### src/rtl/mult_rr_scheduler.sv
// Round-robin scheduler sharing one unsigned WIDTH x WIDTH multiplier among NUM_REQ requesters.
// Define MULT_RR_STATS_EN to add the op_count / stall_cycles statistics outputs.
module mult_rr_scheduler #(
  parameter int NUM_REQ = 4,
  parameter int WIDTH   = 4,
  parameter int ID_W    = $clog2(NUM_REQ)
) (
  input  logic                     clk,
  input  logic                     rst_n,
  input  logic [NUM_REQ-1:0]       req_valid,
  output logic [NUM_REQ-1:0]       req_ready,
  input  logic [NUM_REQ*WIDTH-1:0] req_a,
  input  logic [NUM_REQ*WIDTH-1:0] req_b,
  output logic                     rsp_valid,
  input  logic                     rsp_ready,
  output logic [2*WIDTH-1:0]       rsp_p,
  output logic [ID_W-1:0]          rsp_id,
  output logic                     busy
`ifdef MULT_RR_STATS_EN
  ,
  output logic [15:0]              op_count,
  output logic [15:0]              stall_cycles
`endif
);

  localparam int PW = 2 * WIDTH;

  typedef enum logic [1:0] {IDLE, CALC, RESP} state_e;

  state_e            state_q, state_d;
  logic [ID_W-1:0]   rr_ptr_q, rr_ptr_d;
  logic [ID_W-1:0]   id_q, id_d;
  logic [ID_W-1:0]   rsp_id_q, rsp_id_d;
  logic [WIDTH-1:0]  a_q, a_d, b_q, b_d;
  logic [PW-1:0]     rsp_p_q, rsp_p_d;
  logic              rsp_valid_q, rsp_valid_d;
  logic              grant_found;
  logic [ID_W-1:0]   grant_id, idx;
  logic [WIDTH-1:0]  a_sel, b_sel;

  // Search starts just after the last winner so every waiting requester is reached within NUM_REQ grants.
  always_comb begin
    grant_found = 1'b0;
    grant_id    = '0;
    idx         = '0;
    for (int k = 1; k <= NUM_REQ; k++) begin
      idx = ID_W'((int'(rr_ptr_q) + k) % NUM_REQ);
      if (!grant_found && req_valid[idx]) begin
        grant_found = 1'b1;
        grant_id    = idx;
      end
    end
  end

  always_comb begin
    a_sel = '0;
    b_sel = '0;
    for (int i = 0; i < NUM_REQ; i++) begin
      if (ID_W'(i) == grant_id) begin
        a_sel = req_a[i*WIDTH +: WIDTH];
        b_sel = req_b[i*WIDTH +: WIDTH];
      end
    end
  end

  always_comb begin
    req_ready = '0;
    if (rst_n && state_q == IDLE && grant_found) req_ready[grant_id] = 1'b1;
  end

  always_comb begin
    state_d     = state_q;
    rr_ptr_d    = rr_ptr_q;
    a_d         = a_q;
    b_d         = b_q;
    id_d        = id_q;
    rsp_p_d     = rsp_p_q;
    rsp_id_d    = rsp_id_q;
    rsp_valid_d = rsp_valid_q;
    case (state_q)
      IDLE: begin
        if (grant_found) begin
          a_d      = a_sel;
          b_d      = b_sel;
          id_d     = grant_id;
          rr_ptr_d = grant_id;
          state_d  = CALC;
        end
      end
      CALC: begin
        rsp_p_d     = PW'(a_q) * PW'(b_q);
        rsp_id_d    = id_q;
        rsp_valid_d = 1'b1;
        state_d     = RESP;
      end
      RESP: begin
        if (rsp_ready) begin
          rsp_valid_d = 1'b0;
          state_d     = IDLE;
        end
      end
      default: state_d = IDLE;
    endcase
  end

  always_ff @(posedge clk) begin
    if (!rst_n) begin
      state_q     <= IDLE;
      rr_ptr_q    <= ID_W'(NUM_REQ - 1);
      a_q         <= '0;
      b_q         <= '0;
      id_q        <= '0;
      rsp_p_q     <= '0;
      rsp_id_q    <= '0;
      rsp_valid_q <= 1'b0;
    end else begin
      state_q     <= state_d;
      rr_ptr_q    <= rr_ptr_d;
      a_q         <= a_d;
      b_q         <= b_d;
      id_q        <= id_d;
      rsp_p_q     <= rsp_p_d;
      rsp_id_q    <= rsp_id_d;
      rsp_valid_q <= rsp_valid_d;
    end
  end

  assign rsp_valid = rsp_valid_q;
  assign rsp_p     = rsp_p_q;
  assign rsp_id    = rsp_id_q;
  assign busy      = (state_q != IDLE);

`ifdef MULT_RR_STATS_EN
  logic [15:0] op_count_q, stall_q;

  // op_count wraps naturally; stall_cycles pins at all-ones.
  always_ff @(posedge clk) begin
    if (!rst_n) begin
      op_count_q <= '0;
      stall_q    <= '0;
    end else if (state_q == RESP) begin
      if (rsp_ready) op_count_q <= op_count_q + 16'd1;
      else if (stall_q != 16'hFFFF) stall_q <= stall_q + 16'd1;
    end
  end

  assign op_count     = op_count_q;
  assign stall_cycles = stall_q;
`endif

endmodule
### config.mk
export PLATFORM = sky130hd
export DESIGN_NAME = mult_rr_scheduler
export DESIGN_NICKNAME = d
export VERILOG_FILES = /design/src/rtl/mult_rr_scheduler.sv
export SDC_FILE = /design/constraint.sdc
export NUM_CORES = 1
export LEC_CHECK = 0
export BUFFER_PORTS_ARGS = -buffer_cell sky130_fd_sc_hd__buf_2
export CAP_MARGIN = 0
export CORE_MARGIN = 1
export CORE_UTILIZATION = 50
export DETAILED_ROUTE_END_ITERATION = 12
export PLACE_DENSITY = 0.79
export SLEW_MARGIN = 25
export SYNTH_ARGS = -nofsm -noshare
export SYNTH_HDL_FRONTEND = slang
export SYNTH_SLANG_ARGS = --single-unit
### constraint.sdc
create_clock -name clk -period 3.2 [get_ports clk]
set_input_delay 0.32 -clock clk [delete_from_list [all_inputs] [get_ports clk]]
set_output_delay 0.32 -clock clk [all_outputs]
set_load 0.005 [all_outputs]
# Word-level counts from Yosys, hierarchy flattened
# Cells that the tools add are included.
# word_totals
register_bits	25
input_bits	39
wordCells	74
output_inout_bits	16
# op_classes
add_sub_neg	4
n_mul	1
eq_ne	7
order_cmp	6
muxes	32
reduce_logical	16
# ops
operator	n
2-to-1 mux 4 bit	9
less-than comparator 2 x 3 -> 1 bit, second input constant	5
2-to-1 mux 2 bit	6
2-to-1 mux 1 bit	10
binary-select mux 1 bit (select 2 bit)	4
multiplier 4 x 4 -> 8 bit	1
logical AND 1 bit	6
case mux 2 bit (3 select lines)	1
AND reduction 2 bit	3
adder 2 x 1 -> 2 bit, second input constant	2
adder 2 bit, second input constant	2
== test 2 bit, first input constant	2
logical NOT 2 bit	2
!= test 2 bit, second input constant	2
nonzero test 2 bit	2
logical NOT 1 bit	3
demux 1 bit (select 2 bit)	1
== test 1 x 2 -> 1 bit, first input constant	1
== test 2 x 1 -> 1 bit, second input constant	1
== test 2 bit, second input constant	1
>= comparator 2 x 1 -> 1 bit, second input constant	1
case mux 1 bit (2 select lines)	1

# Longest topological paths before layout
# depth
ltp_word	18
mapped_depth	11
ltp_nobuf	11

# Worst setup path before layout
# OpenSTA, ideal clock, no wires.
# synth_timing
path_type	register -> register
start	register a_q[0]
end	register rsp_p_q[7] (netlist: rsp_p[7])
arrival_ns	2.706
stages_incl_launch_ff	11
path_buffers	0
required_time_ns	3.078
setup_ns	0.122
period_less_slack_ns	2.828
setup_slack_ns	0.372
cell_sequence	dfxtp_1 > nand2_1 > fa_1 > fa_1 > inv_1 > ha_1 > a21o_1 > a21oi_1 > o21ai_0 > mux2i_1 > a311o_1
# synth_via
elab_chain_len	1
# synth_lines
element	line_no	source
start: declaration	34	logic [WIDTH-1:0] a_q, a_d, b_q, b_d;
start signal: assignment	110	a_q <= '0;
start signal: assignment	119	a_q <= a_d;
multiplier 4 x 4 -> 8 bit	91	rsp_p_d = PW'(a_q) * PW'(b_q);
end signal: assignment	122	rsp_p_q <= rsp_p_d;
end: declaration	35	logic [PW-1:0] rsp_p_q, rsp_p_d;
# No other way between the ends.
# A chain may end at the register's enable or synchronous reset.

# Final worst setup path
# Ends and elaborated chain as after synthesis.

==> impl_metrics.py <==
metrics = {
    "route": {
        "dr.pass1.iters": 4,
        "wire_per_inst_um": 11.70,
        "dr.first_iter.drc_count": 34,
        "drt_wl_total_mm": 3.346,
        "via_per_inst": 5.171,
        "antenna_left": 0,
        "drcViolationCount": 0,
        "via_count": 1479,
    },
    "logic_synthesis": {
        "syn_area_per_cell_um2": 8.739,
        "syn_nets": 247,
        "yosys.area_share.simple_pct": 22.37,
        "yosys.area_share.xor_xnor_pct": 0.5220,
        "syn_inst": 192,
        "synth_area_um2": 1678,
        "synthAdderAreaFrac_pct": 13.72,
        "ys.warnings.count": 0,
        "synth_top_family_by_area": "simple AND/OR/NAND/NOR gates",
        "yosysSeqAreaShare_pct": 29.83,
        "synth_compound_area_share_pct": 17.52,
        "synth-seq-cells": 25,
        "synth_cell_types": 39,
        "synthMuxAreaShare_pct": 10.74,
    },
    "critical_path": {
        "max_stage_delay_ps": 590,
        "worst_ep_arrival_time_ps": 3240,
        "cp_max_fo": 5,
        "cp-end-kind": "flop",
        "crit_required_ps": 3440,
        "cpMostUsedCell": "fa_1",
        "cp_slowest_cell": "fa_1",
        "start_kind": "flop",
        "crit_path_cell_trace": "nand2_1, fa_1, fa_1, inv_1, ha_1, a21o_1, a21oi_1, o21ai_0, mux2i_1, a311o_1",
        "crit_type": "reg2reg",
    },
    "power_and_ir_drop": {
        "sw_frac_of_total_pct": 33.98,
        "worst_ir_drop_vdd_mv": 0.2982,
        "p_leak_nw": 0.9686,
        "power_switching_mw": 0.2633,
        "powerDensity_nw_per_um2": 388.3,
        "pwr-share-comb_pct": 31.5,
        "power_frac_clock_pct": 19.5,
        "internal_power_mw": 0.5116,
        "seq_power_share_pct": 49.0,
    },
    "die": {
        "rows": 20,
        "core_area_um2": 3128,
        "dieArea_um2": 3592,
        "die_w_um": 59.93,
        "num_io_pins": 55,
        "die_height_um": 59.93,
        "start_util_pct": 53.64,
    },
    "placed_design": {
        "io_buffers": 54,
        "place.gp.congestion": 0.8430,
        "post-place-cells": 282,
        "dpl.hpwl_mm": 2.741,
        "dp_slack_ps": 207.2,
    },
    "grt": {
        "grt_max_degree": 22,
        "grt_util_met1_pct": 25.03,
        "grtUsageTotal_pct": 19.85,
        "grtUsageMet3_pct": 4.329,
        "antenna_found_initial": 0,
        "busiest_layer": "met2",
        "grt_pass1_vias": 1280,
        "grt_use_met2_pct": 34.60,
        "grt_overflow": 0,
        "grt_pass1_wl_mm": 5.368,
    },
    "sta": {
        "final-setup-viol-count": 0,
        "fin_setup_tns_ps": 0,
        "rsz0062_at_grt": "no",
        "fmax_mhz": 333.6,
        "period_minus_slack_ps": 2997,
        "clock_skew_ps": 5.268,
        "final_max_slew_viol_count": 0,
        "fin_crit_sh_pct": 93.67,
        "timing.final.ws_setup_ps": 202.5,
        "slew_headroom_pct": 48.83,
        "hold_violations": 0,
        "worst_pin_slew_ps": 765.9,
    },
    "clocking": {
        "cts-root-buf": "clkbuf_4",
        "clk_latency_ps": 330,
        "cts_resized": 0,
        "cts_tree": "yes",
        "postCtsSetupRepairBufs": 0,
        "numCtsBuffers": 3,
        "clkTransAtPathRegs_ps": 150,
        "clock-sinks": 25,
        "clk_path_buf_depth": 2,
        "hold_buffers": 0,
        "htree_levels": 1,
    },
    "final_layout": {
        "layout.nets": 298,
        "drive_gt1_share_pct": 28.51,
        "layout_commonest_cell": "buf_2",
        "n_antenna_cell": 0,
        "utilization_pct": 63.80,
        "final_cell_mix": "54 x buf_2, 35 x nand2_1, 25 x dfxtp_1",
        "fillerInstances": 290,
        "area_growth_pct": 18.94,
        "stdcell_count": 286,
    },
    "run_status": {
        "status": "finished clean",
    },
    "job": {
        "cap_violations": 0,
    },
    "worst_hold_path": {
        "hp-class": "in2reg",
    },
}
critical path: cells and delay by family, from the launching register on:
family / cells / cell delay, ps
flip-flops: 1 / 410
adder cells (fa/ha/maj): 3 / 1370
buffers and inverters: 1 / 50
AND/OR/NAND/NOR: 1 / 100
multiplexers: 1 / 140
AO/OA/AOI/OAI: 4 / 840
cell type report:
type	count	area [um2]	area share [%]
well taps	44	55.05	2.759
inverters	10	37.54	1.881
clock buffers	3	22.52	1.129
multi-input cells	148	1095	54.86
clock inverters	1	7.507	0.3762
repair buffers	55	277.8	13.92
flip-flops and latches	25	500.5	25.08
power by group through the flow:
stage / registers (mW) / clock network [mW] / logic (mW)
after global placement: 0.384 / 0 / 0.241
after CTS: 0.379 / 0.155 / 0.247
after detailed placement: 0.387 / 0 / 0.245
final: 0.380 / 0.151 / 0.244
after floorplan: 0.375 / 0 / 0.187
after global routing: 0.386 / 0.168 / 0.273
cell usage after synthesis:
master | n | area share [%]
xor2_1 | 1 | 0.52
a211oi_1 | 1 | 0.45
o221ai_2 | 4 | 3.6
a311o_1 | 1 | 0.60
o22ai_1 | 1 | 0.37
nor2_4 | 1 | 0.67
nand2b_1 | 3 | 1.1
buf_2 | 2 | 0.60
o21ai_1 | 1 | 0.30
dfxtp_1 | 25 | 30
o21ai_0 | 7 | 2.1
a21boi_0 | 8 | 3.6
or2_4 | 1 | 0.52
a21o_1 | 2 | 0.89
nor3_2 | 1 | 0.60
o221ai_1 | 4 | 2.1
inv_1 | 10 | 2.2
a21oi_2 | 1 | 0.52
nor2b_1 | 2 | 0.75
nand2_2 | 1 | 0.37
a21boi_1 | 1 | 0.45
nand3_1 | 2 | 0.60
buf_4 | 2 | 0.89
a21oi_1 | 2 | 0.60
nor2_1 | 10 | 2.2
nand2_1 | 35 | 7.8
o21a_1 | 2 | 0.89
o22a_1 | 1 | 0.52
and2_4 | 1 | 0.52
nand3b_1 | 2 | 0.89
mux2i_1 | 18 | 11
clkbuf_1 | 4 | 0.89
fa_1 | 4 | 4.8
nor3_1 | 3 | 0.89
and2_1 | 13 | 4.8
ha_1 | 12 | 8.9
o211a_1 | 1 | 0.60
nand4b_1 | 1 | 0.52
buf_6 | 1 | 0.67
sequential cells by signal (all words and copies together), names as in the netlist:
name       cells
rsp_p          8
a_q            4
b_q            4
id_q           2
rr_ptr_q       2
rsp_id         2
state_q        2
rsp_valid      1
metrics by stage:
stage | hold WS (ps) | instance area [um2] | total power, mW
after floorplan | 435.3 | 1678 | 0.5618
after global placement | 447.6 | 1966 | 0.6247
after detailed placement | 451.0 | 1966 | 0.6311
after CTS | 285.9 | 1996 | 0.7810
after global routing | 289.4 | 1996 | 0.8268
final | 287.5 | 1996 | 0.7749
path summary, 6_finish.rpt:
check	start	end	slack [ps]	cells after the start
setup / recovery	a_q[0]	rsp_p[7]	200	10
hold / removal	req_a[5]	a_q[1]	290	3
setup reg to reg	a_q[0]	rsp_p[7]	200	10
hold reg to reg	rsp_p[4]	rsp_p[4]	470	2
logic make-up (layout without fill, tap and decap cells):
kind of cell,Yosys count,count (layout)
mux,18,18
xor+xnor,1,1
fa+ha+maj,16,16
flops,25,25
simple gates,76,76
buf+inv,19,69
compound gates,37,37
per-layer routing:
layer,vias to the layer above,routed length (um)
met5,-,0
met4,0,33
met3,5,109
met2,23,1645
met1,685,1558
li1,766,-
(Power assumes the default switching activity.)
